[config.mk]
export PLATFORM = sky130hd
export DESIGN_NAME = sisc_fetch_unit
export DESIGN_NICKNAME = d
export VERILOG_FILES = /design/src/rtl/sisc_pkg.sv /design/src/rtl/sisc_pc_next.sv /design/src/rtl/sisc_fetch_unit.sv
export SDC_FILE = /design/constraint.sdc
export NUM_CORES = 1
export LEC_CHECK = 0
export ABC_CLOCK_PERIOD_IN_PS = 4750
export CORE_MARGIN = 3
export CORE_UTILIZATION = 45
export DETAILED_ROUTE_END_ITERATION = 10
export PLACE_DENSITY = 0.78
export SYNTH_ARGS = -nofsm -noshare
export SYNTH_HDL_FRONTEND = slang
export SYNTH_SLANG_ARGS = --single-unit
[constraint.sdc]
create_clock -name clk -period 4.75 [get_ports clk]
set_input_delay 0.7125 -clock clk [delete_from_list [all_inputs] [get_ports clk]]
set_output_delay 0.7125 -clock clk [all_outputs]
set_load 0.1 [all_outputs]
[src/rtl/sisc_pkg.sv]
// SISC shared definitions: opcodes, addressing modes, IR fields, fetch states.
// Optional prefetch buffer in the fetch unit: define SISC_FETCH_PREFETCH_EN.
package sisc_pkg;

  localparam logic [3:0] OP_NOOP = 4'h0;
  localparam logic [3:0] OP_LD   = 4'h1;
  localparam logic [3:0] OP_ST   = 4'h2;
  localparam logic [3:0] OP_ADD  = 4'h3;
  localparam logic [3:0] OP_SUB  = 4'h4;
  localparam logic [3:0] OP_AND  = 4'h5;
  localparam logic [3:0] OP_OR   = 4'h6;
  localparam logic [3:0] OP_XOR  = 4'h7;
  localparam logic [3:0] OP_BRA  = 4'h8;
  localparam logic [3:0] OP_HLT  = 4'hF;

  localparam logic [3:0] AM_IMM  = 4'h1;

  localparam int IR_OP_HI  = 31;
  localparam int IR_OP_LO  = 28;
  localparam int IR_MM_HI  = 27;
  localparam int IR_MM_LO  = 24;
  localparam int IR_IMM_HI = 15;
  localparam int IR_IMM_LO = 0;

  typedef enum logic [1:0] {
    F_IDLE = 2'd0,
    F_REQ  = 2'd1,
    F_DONE = 2'd2
  } fetch_state_e;

endpackage

[src/rtl/sisc_pc_next.sv]
// SISC next-PC selection: reset, increment, absolute or relative branch.
// All arithmetic wraps modulo 2^ADDR_W.
module sisc_pc_next #(
  parameter int              ADDR_W   = 16,
  parameter logic [ADDR_W-1:0] RESET_PC = '0
) (
  input  logic [ADDR_W-1:0] pc_i,
  input  logic [15:0]       imm_i,
  input  logic              pc_rst_i,
  input  logic              pc_write_i,
  input  logic              pc_sel_i,
  input  logic              br_sel_i,
  output logic [ADDR_W-1:0] pc_nxt_o
);

  logic [ADDR_W-1:0] imm_sx;
  logic [ADDR_W-1:0] imm_zx;

  assign imm_sx = ADDR_W'(signed'(imm_i));
  assign imm_zx = ADDR_W'(imm_i);

  always_comb begin
    pc_nxt_o = pc_i;
    if (pc_rst_i)
      pc_nxt_o = RESET_PC;
    else if (pc_write_i && !pc_sel_i)
      pc_nxt_o = pc_i + ADDR_W'(1);
    else if (pc_write_i && br_sel_i)
      pc_nxt_o = imm_zx;
    else if (pc_write_i)
      pc_nxt_o = pc_i + imm_sx;
  end

endmodule

[src/rtl/sisc_fetch_unit.sv]
// SISC instruction fetch: PC, IR and req/ack instruction-memory port.
// Define SISC_FETCH_PREFETCH_EN for a one-entry prefetch buffer.
import sisc_pkg::*;

module sisc_fetch_unit #(
  parameter int                ADDR_W   = 16,
  parameter int                INSTR_W  = 32,
  parameter logic [ADDR_W-1:0] RESET_PC = '0
) (
  input  logic               clk,
  input  logic               rst_f,
  input  logic               pc_rst,
  input  logic               pc_write,
  input  logic               pc_sel,
  input  logic               br_sel,
  input  logic               ir_load,
  output logic               imem_req,
  output logic [ADDR_W-1:0]  imem_addr,
  input  logic [INSTR_W-1:0] imem_rdata,
  input  logic               imem_ack,
  output logic [INSTR_W-1:0] ir,
  output logic [3:0]         opcode,
  output logic [3:0]         mm,
  output logic [15:0]        imm,
  output logic [ADDR_W-1:0]  pc,
  output logic               ir_valid,
  output logic               fetch_busy
);

  fetch_state_e       state_q;
  logic [ADDR_W-1:0]  pc_q, pc_d;
  logic [ADDR_W-1:0]  addr_q;
  logic [INSTR_W-1:0] ir_q;
  logic               req_q, valid_q, busy_q;

  assign imem_req   = req_q;
  assign imem_addr  = addr_q;
  assign ir         = ir_q;
  assign ir_valid   = valid_q;
  assign fetch_busy = busy_q;
  assign pc         = pc_q;
  assign opcode     = ir_q[IR_OP_HI:IR_OP_LO];
  assign mm         = ir_q[IR_MM_HI:IR_MM_LO];
  assign imm        = ir_q[IR_IMM_HI:IR_IMM_LO];

  sisc_pc_next #(
    .ADDR_W   (ADDR_W),
    .RESET_PC (RESET_PC)
  ) u_pc_next (
    .pc_i       (pc_q),
    .imm_i      (imm),
    .pc_rst_i   (pc_rst),
    .pc_write_i (pc_write),
    .pc_sel_i   (pc_sel),
    .br_sel_i   (br_sel),
    .pc_nxt_o   (pc_d)
  );

  always_ff @(posedge clk or negedge rst_f) begin
    if (!rst_f) pc_q <= RESET_PC;
    else        pc_q <= pc_d;
  end

`ifdef SISC_FETCH_PREFETCH_EN
  logic [ADDR_W-1:0]  pf_addr_q, dem_addr_q;
  logic [INSTR_W-1:0] pf_data_q;
  logic               pf_valid_q, pf_req_q, pf_drop_q;
  logic               pf_inv, pf_hit;

  assign pf_inv = pc_rst | (pc_write & pc_sel);
  assign pf_hit = pf_valid_q && (pf_addr_q == pc_q);

  always_ff @(posedge clk or negedge rst_f) begin
    if (!rst_f) begin
      state_q    <= F_IDLE;
      addr_q     <= '0;
      ir_q       <= '0;
      req_q      <= 1'b0;
      valid_q    <= 1'b0;
      busy_q     <= 1'b0;
      pf_addr_q  <= '0;
      dem_addr_q <= '0;
      pf_data_q  <= '0;
      pf_valid_q <= 1'b0;
      pf_req_q   <= 1'b0;
      pf_drop_q  <= 1'b0;
    end else begin
      unique case (state_q)
        F_IDLE, F_DONE: begin
          if (ir_load && pf_hit) begin
            ir_q       <= pf_data_q;
            valid_q    <= 1'b1;
            pf_valid_q <= 1'b0;
            state_q    <= F_DONE;
          end else if (ir_load) begin
            valid_q    <= 1'b0;
            busy_q     <= 1'b1;
            dem_addr_q <= pc_q;
            state_q    <= F_REQ;
            if (!req_q) begin
              req_q  <= 1'b1;
              addr_q <= pc_q;
            end
          end
          if (req_q && imem_ack) begin
            req_q     <= 1'b0;
            pf_req_q  <= 1'b0;
            pf_drop_q <= 1'b0;
            if (!pf_drop_q) begin
              pf_data_q  <= imem_rdata;
              pf_addr_q  <= addr_q;
              pf_valid_q <= 1'b1;
            end
          end else if (!req_q && state_q == F_DONE && !ir_load && !pf_hit) begin
            req_q    <= 1'b1;
            addr_q   <= pc_q;
            pf_req_q <= 1'b1;
          end
        end
        F_REQ: begin
          // a prefetch may own the port; a stale one is retired then reissued
          if (!req_q) begin
            req_q    <= 1'b1;
            addr_q   <= dem_addr_q;
            pf_req_q <= 1'b0;
          end else if (imem_ack) begin
            req_q     <= 1'b0;
            pf_req_q  <= 1'b0;
            pf_drop_q <= 1'b0;
            if (addr_q == dem_addr_q) begin
              ir_q    <= imem_rdata;
              valid_q <= 1'b1;
              busy_q  <= 1'b0;
              state_q <= F_DONE;
            end
          end
        end
        default: state_q <= F_IDLE;
      endcase
      if (pf_inv) begin
        pf_valid_q <= 1'b0;
        if (pf_req_q && !imem_ack) pf_drop_q <= 1'b1;
      end
    end
  end
`else
  always_ff @(posedge clk or negedge rst_f) begin
    if (!rst_f) begin
      state_q <= F_IDLE;
      addr_q  <= '0;
      ir_q    <= '0;
      req_q   <= 1'b0;
      valid_q <= 1'b0;
      busy_q  <= 1'b0;
    end else begin
      unique case (state_q)
        F_IDLE, F_DONE: begin
          if (ir_load) begin
            addr_q  <= pc_q;
            req_q   <= 1'b1;
            busy_q  <= 1'b1;
            valid_q <= 1'b0;
            state_q <= F_REQ;
          end
        end
        F_REQ: begin
          if (imem_ack) begin
            ir_q    <= imem_rdata;
            req_q   <= 1'b0;
            busy_q  <= 1'b0;
            valid_q <= 1'b1;
            state_q <= F_DONE;
          end
        end
        default: state_q <= F_IDLE;
      endcase
    end
  end
`endif

endmodule

Yosys cells after proc, flatten, opt, wreduce, memory -nomap -nowiden
Cells that the tools add are included.
{"block": "classes", "mux": 13, "n_reduce_logical": 11, "n_addsub": 2, "n_eq_ne": 4}
{"op": "16-bit two-way mux", "count": 4}
{"op": "16-bit by 1-bit adder with 16-bit output (second input constant)", "count": 1}
{"op": "16-bit adder", "count": 1}
{"op": "2-bit AND reduction", "count": 3}
{"op": "1-bit two-way mux", "count": 4}
{"op": "2-bit two-way mux", "count": 2}
{"op": "2-bit != test (second input constant)", "count": 2}
{"op": "1-bit case mux with 2 select lines", "count": 2}
{"op": "2-bit case mux with 2 select lines", "count": 1}
{"op": "4-bit nonzero test", "count": 1}
{"op": "3-bit AND reduction", "count": 1}
{"op": "2-bit by 1-bit equality test with 1-bit output (second input constant)", "count": 1}
{"op": "2-bit equality test (second input constant)", "count": 1}
{"op": "1-bit logical AND", "count": 2}
{"op": "2-bit logical NOT", "count": 1}
{"op": "2-bit nonzero test", "count": 1}
{"op": "2-bit OR reduction", "count": 1}
{"op": "1-bit logical NOT", "count": 1}
{"block": "word_totals", "out_inout_bits": 91, "elab_cells": 36, "in_bits": 40, "register_bits": 68}

Logic depth before layout (Yosys ltp)
Gate-level depths: netlist of run 1.
{"block": "depth", "ltp_word": 5, "ltp_mapped": 9, "ltp_nobuf": 9}

By module
A second synthesis of run 1 with hierarchy kept.
{"block": "hier_totals", "hier_cells": 395, "hier_area_um2": 4212.8}
{"module": "sisc_fetch_unit", "cells_each": 159, "instances": 1, "area_each_um2": 2687.6}
{"module": "sisc_pc_next", "cells_each": 236, "instances": 1, "area_each_um2": 1525.2}

Worst setup path after synthesis of run 1
OpenSTA, ideal clock, no wires.
{"block": "synth_timing", "path_kind": "reg2reg", "start": "register pc_q[0], in the netlist pc[0]", "end": "register pc_q[12], in the netlist pc[12]", "path_slack_ns": 1.754, "arrival_time_ns": 2.885, "path_stages_with_launch": 10, "setup_time_ns": 0.111, "synth_period_minus_slack_ns": 2.996, "required_ns": 4.639, "path_cell_list": "dfrtp_1 ha_1 inv_1 fa_1 nor2b_1 o2111ai_1 a21oi_1 o21ai_0 xor2_1 a2111oi_2"}
{"block": "synth_between", "elab_chain_cells": 5}
{"element": "from (decl)", "line": "sisc_fetch_unit.sv:31", "text": "logic [ADDR_W-1:0] pc_q, pc_d;"}
{"element": "from (signal assigned)", "line": "sisc_fetch_unit.sv:61", "text": "else pc_q <= pc_d;"}
{"element": "16-bit adder", "line": "sisc_pc_next.sv:31", "text": "pc_nxt_o = pc_i + imm_sx;"}
{"element": "16-bit two-way mux", "line": "sisc_pc_next.sv:30", "text": "else if (pc_write_i)"}
{"element": "16-bit two-way mux", "line": "sisc_pc_next.sv:28", "text": "else if (pc_write_i && br_sel_i)"}
{"element": "16-bit two-way mux (*)", "line": "sisc_pc_next.sv:26", "text": "else if (pc_write_i && !pc_sel_i)"}
{"element": "16-bit two-way mux (*)", "line": "sisc_pc_next.sv:24", "text": "if (pc_rst_i)"}
Mark *: on every way between the ends. The rest lies on a longest branch, timed or not. The select of a mux whose other input is x is not followed.
A chain may end at the register's enable or synchronous reset.

Worst setup path after layout of run 1
{"block": "layout_timing", "start": "register pc_q[4], in the netlist pc[4]", "end": "output pc[4]"}
{"element": "to (decl)", "line": "sisc_fetch_unit.sv:25", "text": "output logic [ADDR_W-1:0] pc,"}
No word-level cell between the ends.

==> impl_metrics.yaml, run 1 <==
timing:
  max-slew-margin-rel: 0.328
  tns_ns: 0
  worst_slew_pin_slew_ns: 1.00
  max_freq_ghz: 0.348
  setup_viol: 0
  min_period_ns: 2.87
  maxSlewViolCount: 0
  rsz0062_at_grt: "false"
  hold_violations: 0
  fin_skew_ns: 0.0136
  period_share: 0.605
logic_synthesis:
  synth_area_sq_um: 4080
  ys_seq_area_frac: 0.417
  ys_ff_latch: 68
  synth_most_common_cell: "dfrtp_1"
  synth_top_family_by_area: "compound AO/OA/AOI/OAI gates"
  synth_common_cells: "dfrtp_1 (68), mux2_2 (44), nand2_1 (33)"
  synth.distinct_cells: 58
  synth-simple-area-share: 0.118
  async_reset_ff_frac: 1.00
  synthMuxAreaShare: 0.124
  yosys.area_share.xor_xnor: 0.0236
  synth_area_leader_cell: "dfrtp_1"
  synth_compound_gate_area_share: 0.186
  synth-main-ff-cell: "dfrtp_1"
  yosysWarnings: 0
  avgSynthCellArea_sq_um: 9.83
  synth_area_leaders: "dfrtp_1 (42%), mux2_2 (12%), ha_1 (4.9%), buf_4 (4.8%), a21oi_1 (3.8%)"
  synth-adder-area-share: 0.0540
  synth_nets: 472
  synth_top_area_share: 0.417
  synth_edf_count: 0
  synth_cells: 415
min_path:
  hold_class: "primary input to async pin"
critical_path:
  worst-endpoint-required_ns: 4.04
  critPathArrivalTime_ns: 2.16
  cp_top_family: "buffers and inverters"
  path_buf_inv: 1
  cpPeakStageDelay_ns: 1.22
  cp-end-kind: "output port"
  worst_setup_path_start_kind: "flop"
  path_class: "flop to output port"
  path_max_fanout: 9
  critical_path.slowest_cell: "clkdlybuf4s50_1"
  crit_chain: "clkdlybuf4s50_1"
clock_network:
  clock-root-buffer: "clkbuf_8"
  cts.sinks: 68
  cts_hold_buf: 0
  clock_tree.buffer_depth: 2
  cts-buffers-inserted: 9
  clkLatencyLatePin_ns: 0.34
  postCtsSetupRepairBufs: 0
  cts_tree: "yes"
  cts.clk_slew.worst_paths_ns: 0.08
  post_cts_resized: 0
  htreeDepth: 3
place:
  dpl.hpwl_um: 8030
  gp_congestion: 0.932
  placement.io_buffers: 130
floorplanning:
  die_area_sq_um: 10200
  std_cell_rows: 34
  core_area_sq_um: 8760
  ios: 131
  start_util: 0.465
  die_h_um: 101
  die_w_um: 101
cells_and_area:
  diodes: 0
  num-fill-cells: 750
  syn2layout_area_growth_pct: 35.3
  nets: 573
  drive_gt1_frac: 0.129
global_routing:
  grt_max_degree: 69
  overflow: 0
  grtUsageTotal: 0.211
  antenna_found_initial: 0
  grt_pass1_vias: 3535
  grt_first_pass_wirelength_um: 17500
detailed_routing:
  detail_route.wl_per_cell_um: 17.1
  drtIter0Drc: 421
  post_drt_via_cell_ratio: 5.72
  num_vias: 3601
  wl_um: 10800
  route.detailed.drc: 0
  dr.pass1.iters: 5
  ant_nets: 0
status:
  status: "completed"
job:
  drv_cap: 0
[sequential cells by signal (all words and copies together), names as in the netlist]
register,count
fetch_busy,1
imem_addr,16
ir,32
ir_valid,1
pc,16
state_q,2
[placed cells by master (no fill, tap or decap), types with 16 or more instances in the layout]
cell,n
o21ai_0,26
clkdlybuf4s50_1,129
dfrtp_1,68
a21oi_1,31
nand2_1,33
inv_1,16
ha_1,16
nor2_1,28
mux2_2,44
[cells by family after synthesis]
group | after synthesis
xor gates and xnor gates | 11
DFF | 68
AOI/OAI and AO/OA | 115
and+or+nand+nor | 101
buffers and inverters | 58
adders and majority gates | 17
muxes | 45
[per-layer routing]
layer,global-route usage,share of wire,vias up
met2,0.331,0.46,163
met3,0.0331,0.067,15
met5,0,0,-
met1,0.303,0.46,1728
li1,-,-,1695
met4,0.0603,0.014,0
[layout make-up]
| type | count | area [sq um] | share of cell area |
|---|---|---|---|
| flip-flops and latches | 68 | 1700 | 0.308 |
| repair buffers | 132 | 1310 | 0.238 |
| well taps | 108 | 135 | 0.0245 |
| inverters | 16 | 60.1 | 0.0109 |
| multi-input cells | 289 | 2060 | 0.373 |
| clock inverters | 5 | 108 | 0.0195 |
| clock buffers | 11 | 141 | 0.0256 |
[path summary, 6_finish.rpt]
path / slack (ns) / to / cells after the start / from
worst max register to register: 2.00 / pc[12]$_DFFE_PN0P_ / 9 / pc[0]$_DFFE_PN0P_
worst min-delay path: 0.46 / fetch_busy$_DFFE_PN0P_ / 1 / rst_f
worst min register to register: 0.48 / ir_valid$_DFFE_PN0P_ / 2 / ir_valid$_DFFE_PN0P_
worst max-delay path: 1.88 / pc[4] / 1 / pc[4]$_DFFE_PN0P_
min in group clk: 0.48 / ir_valid$_DFFE_PN0P_ / 2 / ir_valid$_DFFE_PN0P_
max in group asynchronous: 3.72 / ir[10]$_DFFE_PN0P_ / 1 / rst_f
[per-stage QoR]
step                instance area [sq um]  utilization  instances  hold WS [ns]  worst slack [ns]
floorplan                            4080            -        415         0.417              1.75
global route                         5520        0.630        629         0.521              1.72
detailed placement                   5270        0.602        613         0.466              1.66
global placement                     5270        0.602        613         0.461              1.73
CTS                                  5520        0.630        629         0.484              1.89
finish                               5520        0.630        629         0.461              1.88
Power of run 1 is not shown: default switching activity piles up to over one toggle a cycle in this logic, so the estimate is an artifact.
==> run 2: changes to the inputs <==
--- a/config.mk
+++ b/config.mk
@@ -5,7 +5,7 @@
 export SDC_FILE = /design/constraint.sdc
 export NUM_CORES = 1
 export LEC_CHECK = 0
-export ABC_CLOCK_PERIOD_IN_PS = 4750
+export ABC_CLOCK_PERIOD_IN_PS = 2650
 export CORE_MARGIN = 3
 export CORE_UTILIZATION = 45
 export DETAILED_ROUTE_END_ITERATION = 10
==> constraint.sdc (replaced) <==
create_clock -name clk -period 2.65 [get_ports clk]
set_input_delay 0.3975 -clock clk [delete_from_list [all_inputs] [get_ports clk]]
set_output_delay 0.3975 -clock clk [all_outputs]
set_load 0.1 [all_outputs]
==> run 2 against run 1 <==
- sequential share of layout area increased by 1.1 points
- register-to-register slack worse by 1.8 ns
- flip-flop and latch count did not move
- via count is 2.0% higher
- design area fell by 3.0%
- critical path depth is 8 higher
- worst setup slack got worse by 1.6 ns
- die area unchanged
- first-iteration DRC count is 28% lower
- clock skew about the same
- highest routed layer unchanged
==> impl_metrics.yaml, run 2 (synthesis results as in run 1) <==
detailed_routing:
  dr.pass1.iters: 5
  num_vias: 3672
  drtIter0Drc: 305
  drt-met1-wl_um: 4640
  ant_nets: 0
  route.detailed.drc: 0
  top_layer_used: "met4"
  wl_met2_um: 4870
  post_drt_via_cell_ratio: 5.72
  wl_um: 10600
  wl_met3_um: 916
  detail_route.wl_per_cell_um: 16.6
cells_and_area:
  layoutNonFillerInstCount: 642
  final_util: 0.611
  final_cell_mix: "buf_4 (107), dfrtp_1 (62), mux2_2 (44), clkdlybuf4s50_1 (38), nand2_1 (33)"
  largest_reg_flops: 32
  ff_latch_area_sq_um: 1710
  nets: 586
  final_common_cell: "buf_4"
  diodes: 0
  syn2layout_area_growth_pct: 31.3
  num-fill-cells: 737
  multi_input_area_sq_um: 2070
  drive_gt1_frac: 0.337
critical_path:
  path_max_fanout: 5
  worst_setup_path_start_kind: "flop"
  worst-endpoint-required_ns: 2.91
  cp-end-kind: "flop"
  critPathArrivalTime_ns: 2.68
  path_class: "flop to flop"
floorplanning:
  start_util: 0.465
  core_area_sq_um: 8760
  die_w_um: 101
  die_area_sq_um: 10200
  std_cell_rows: 34
  die_h_um: 101
  ios: 131
clock_network:
  cts.sinks: 68
  post_cts_resized: 0
  cts-buffers-inserted: 9
  clock_tree.buffer_depth: 2
  cts.clk_slew.worst_paths_ns: 0.09
  cts_tree: "yes"
  htreeDepth: 3
  clock-root-buffer: "clkbuf_8"
  clkLatencyLatePin_ns: 0.35
  postCtsSetupRepairBufs: 0
  cts_hold_buf: 0
timing:
  setup_viol: 0
  maxSlewViolCount: 0
  min_period_ns: 2.42
  period_share: 0.913
  max-slew-margin-rel: 0.427
  rsz0062_at_grt: "false"
  worst_slew_pin_slew_ns: 0.859
  max_freq_ghz: 0.413
  fin_skew_ns: 0.0137
  hold_violations: 0
job:
  drv_cap: 0
place:
  gp_congestion: 0.892
  dpl.hpwl_um: 8010
  placement.io_buffers: 130
  place_inst: 626
status:
  status: "completed"
global_routing:
  grt_first_pass_wirelength_um: 17200
  grt_pass1_vias: 3463
  antenna_found_initial: 0
  grt_max_degree: 69
  grtUsageTotal: 0.212
  overflow: 0
min_path:
  hold_class: "primary input to async pin"
-- run 2: cell types whose count changed in the layout (fill, tap and decap cells not counted), sizes merged --
cell           change
buf              +104
bufinv             -2
clkbuf             -2
clkdlybuf4s50     -91
clkinvlp           +3
inv                +1
-- run 2: final cells by class --
cell class | instances | area share
Clock buffer | 9 | 0.0231
Sequential cell | 68 | 0.319
Clock inverter | 7 | 0.0140
Multi-Input combinational cell | 289 | 0.386
Timing Repair Buffer | 145 | 0.221
Inverter | 16 | 0.0112
Tap cell | 108 | 0.0252
-- run 2: stage by stage --
stage | area (sq um) | hold slack [ns] | worst slack (ns) | TNS [ns]
final | 5360 | 0.152 | 0.230 | 0
after global routing | 5360 | 0.235 | 0.0478 | 0
after CTS | 5350 | 0.186 | 0.182 | 0
after detailed placement | 5150 | 0.471 | 0.191 | 0
after global placement | 5150 | 0.463 | 0.279 | 0
after floorplan | 4090 | 0.102 | -0.0314 | -0.0314
-- run 2: critical path: stages, from the launching register on --
cell       delay [ns]
dfrtp_2          0.40
ha_1             0.21
inv_1            0.07
fa_1             0.40
nor2b_1          0.17
o2111ai_1        0.17
a21oi_2          0.25
o21ai_0          0.14
xor2_1           0.17
a2111oi_2        0.34
-- run 2: final timing paths --
path | startpoint | to | slack, ns | cells past startpoint
worst max-delay path | ir[0]$_DFFE_PN0P_ | pc[12]$_DFFE_PN0P_ | 0.23 | 9
worst min-delay path | rst_f | pc[11]$_DFFE_PN0P_ | 0.15 | 1
worst max register to register | ir[0]$_DFFE_PN0P_ | pc[12]$_DFFE_PN0P_ | 0.23 | 9
worst min register to register | imem_addr[7]$_DFFE_PN0P_ | imem_addr[7]$_DFFE_PN0P_ | 0.48 | 2
max in group asynchronous | rst_f | pc[4]$_DFFE_PN0P_ | 1.88 | 1
min in group clk | imem_addr[7]$_DFFE_PN0P_ | imem_addr[7]$_DFFE_PN0P_ | 0.48 | 2
-- run 2: metal layers --
layer,track usage,vias up
met5,0,-
met4,0.0869,0
met3,0.0358,18
met2,0.334,184
met1,0.290,1747
li1,-,1723
Power of run 2 is left out for the same reason.
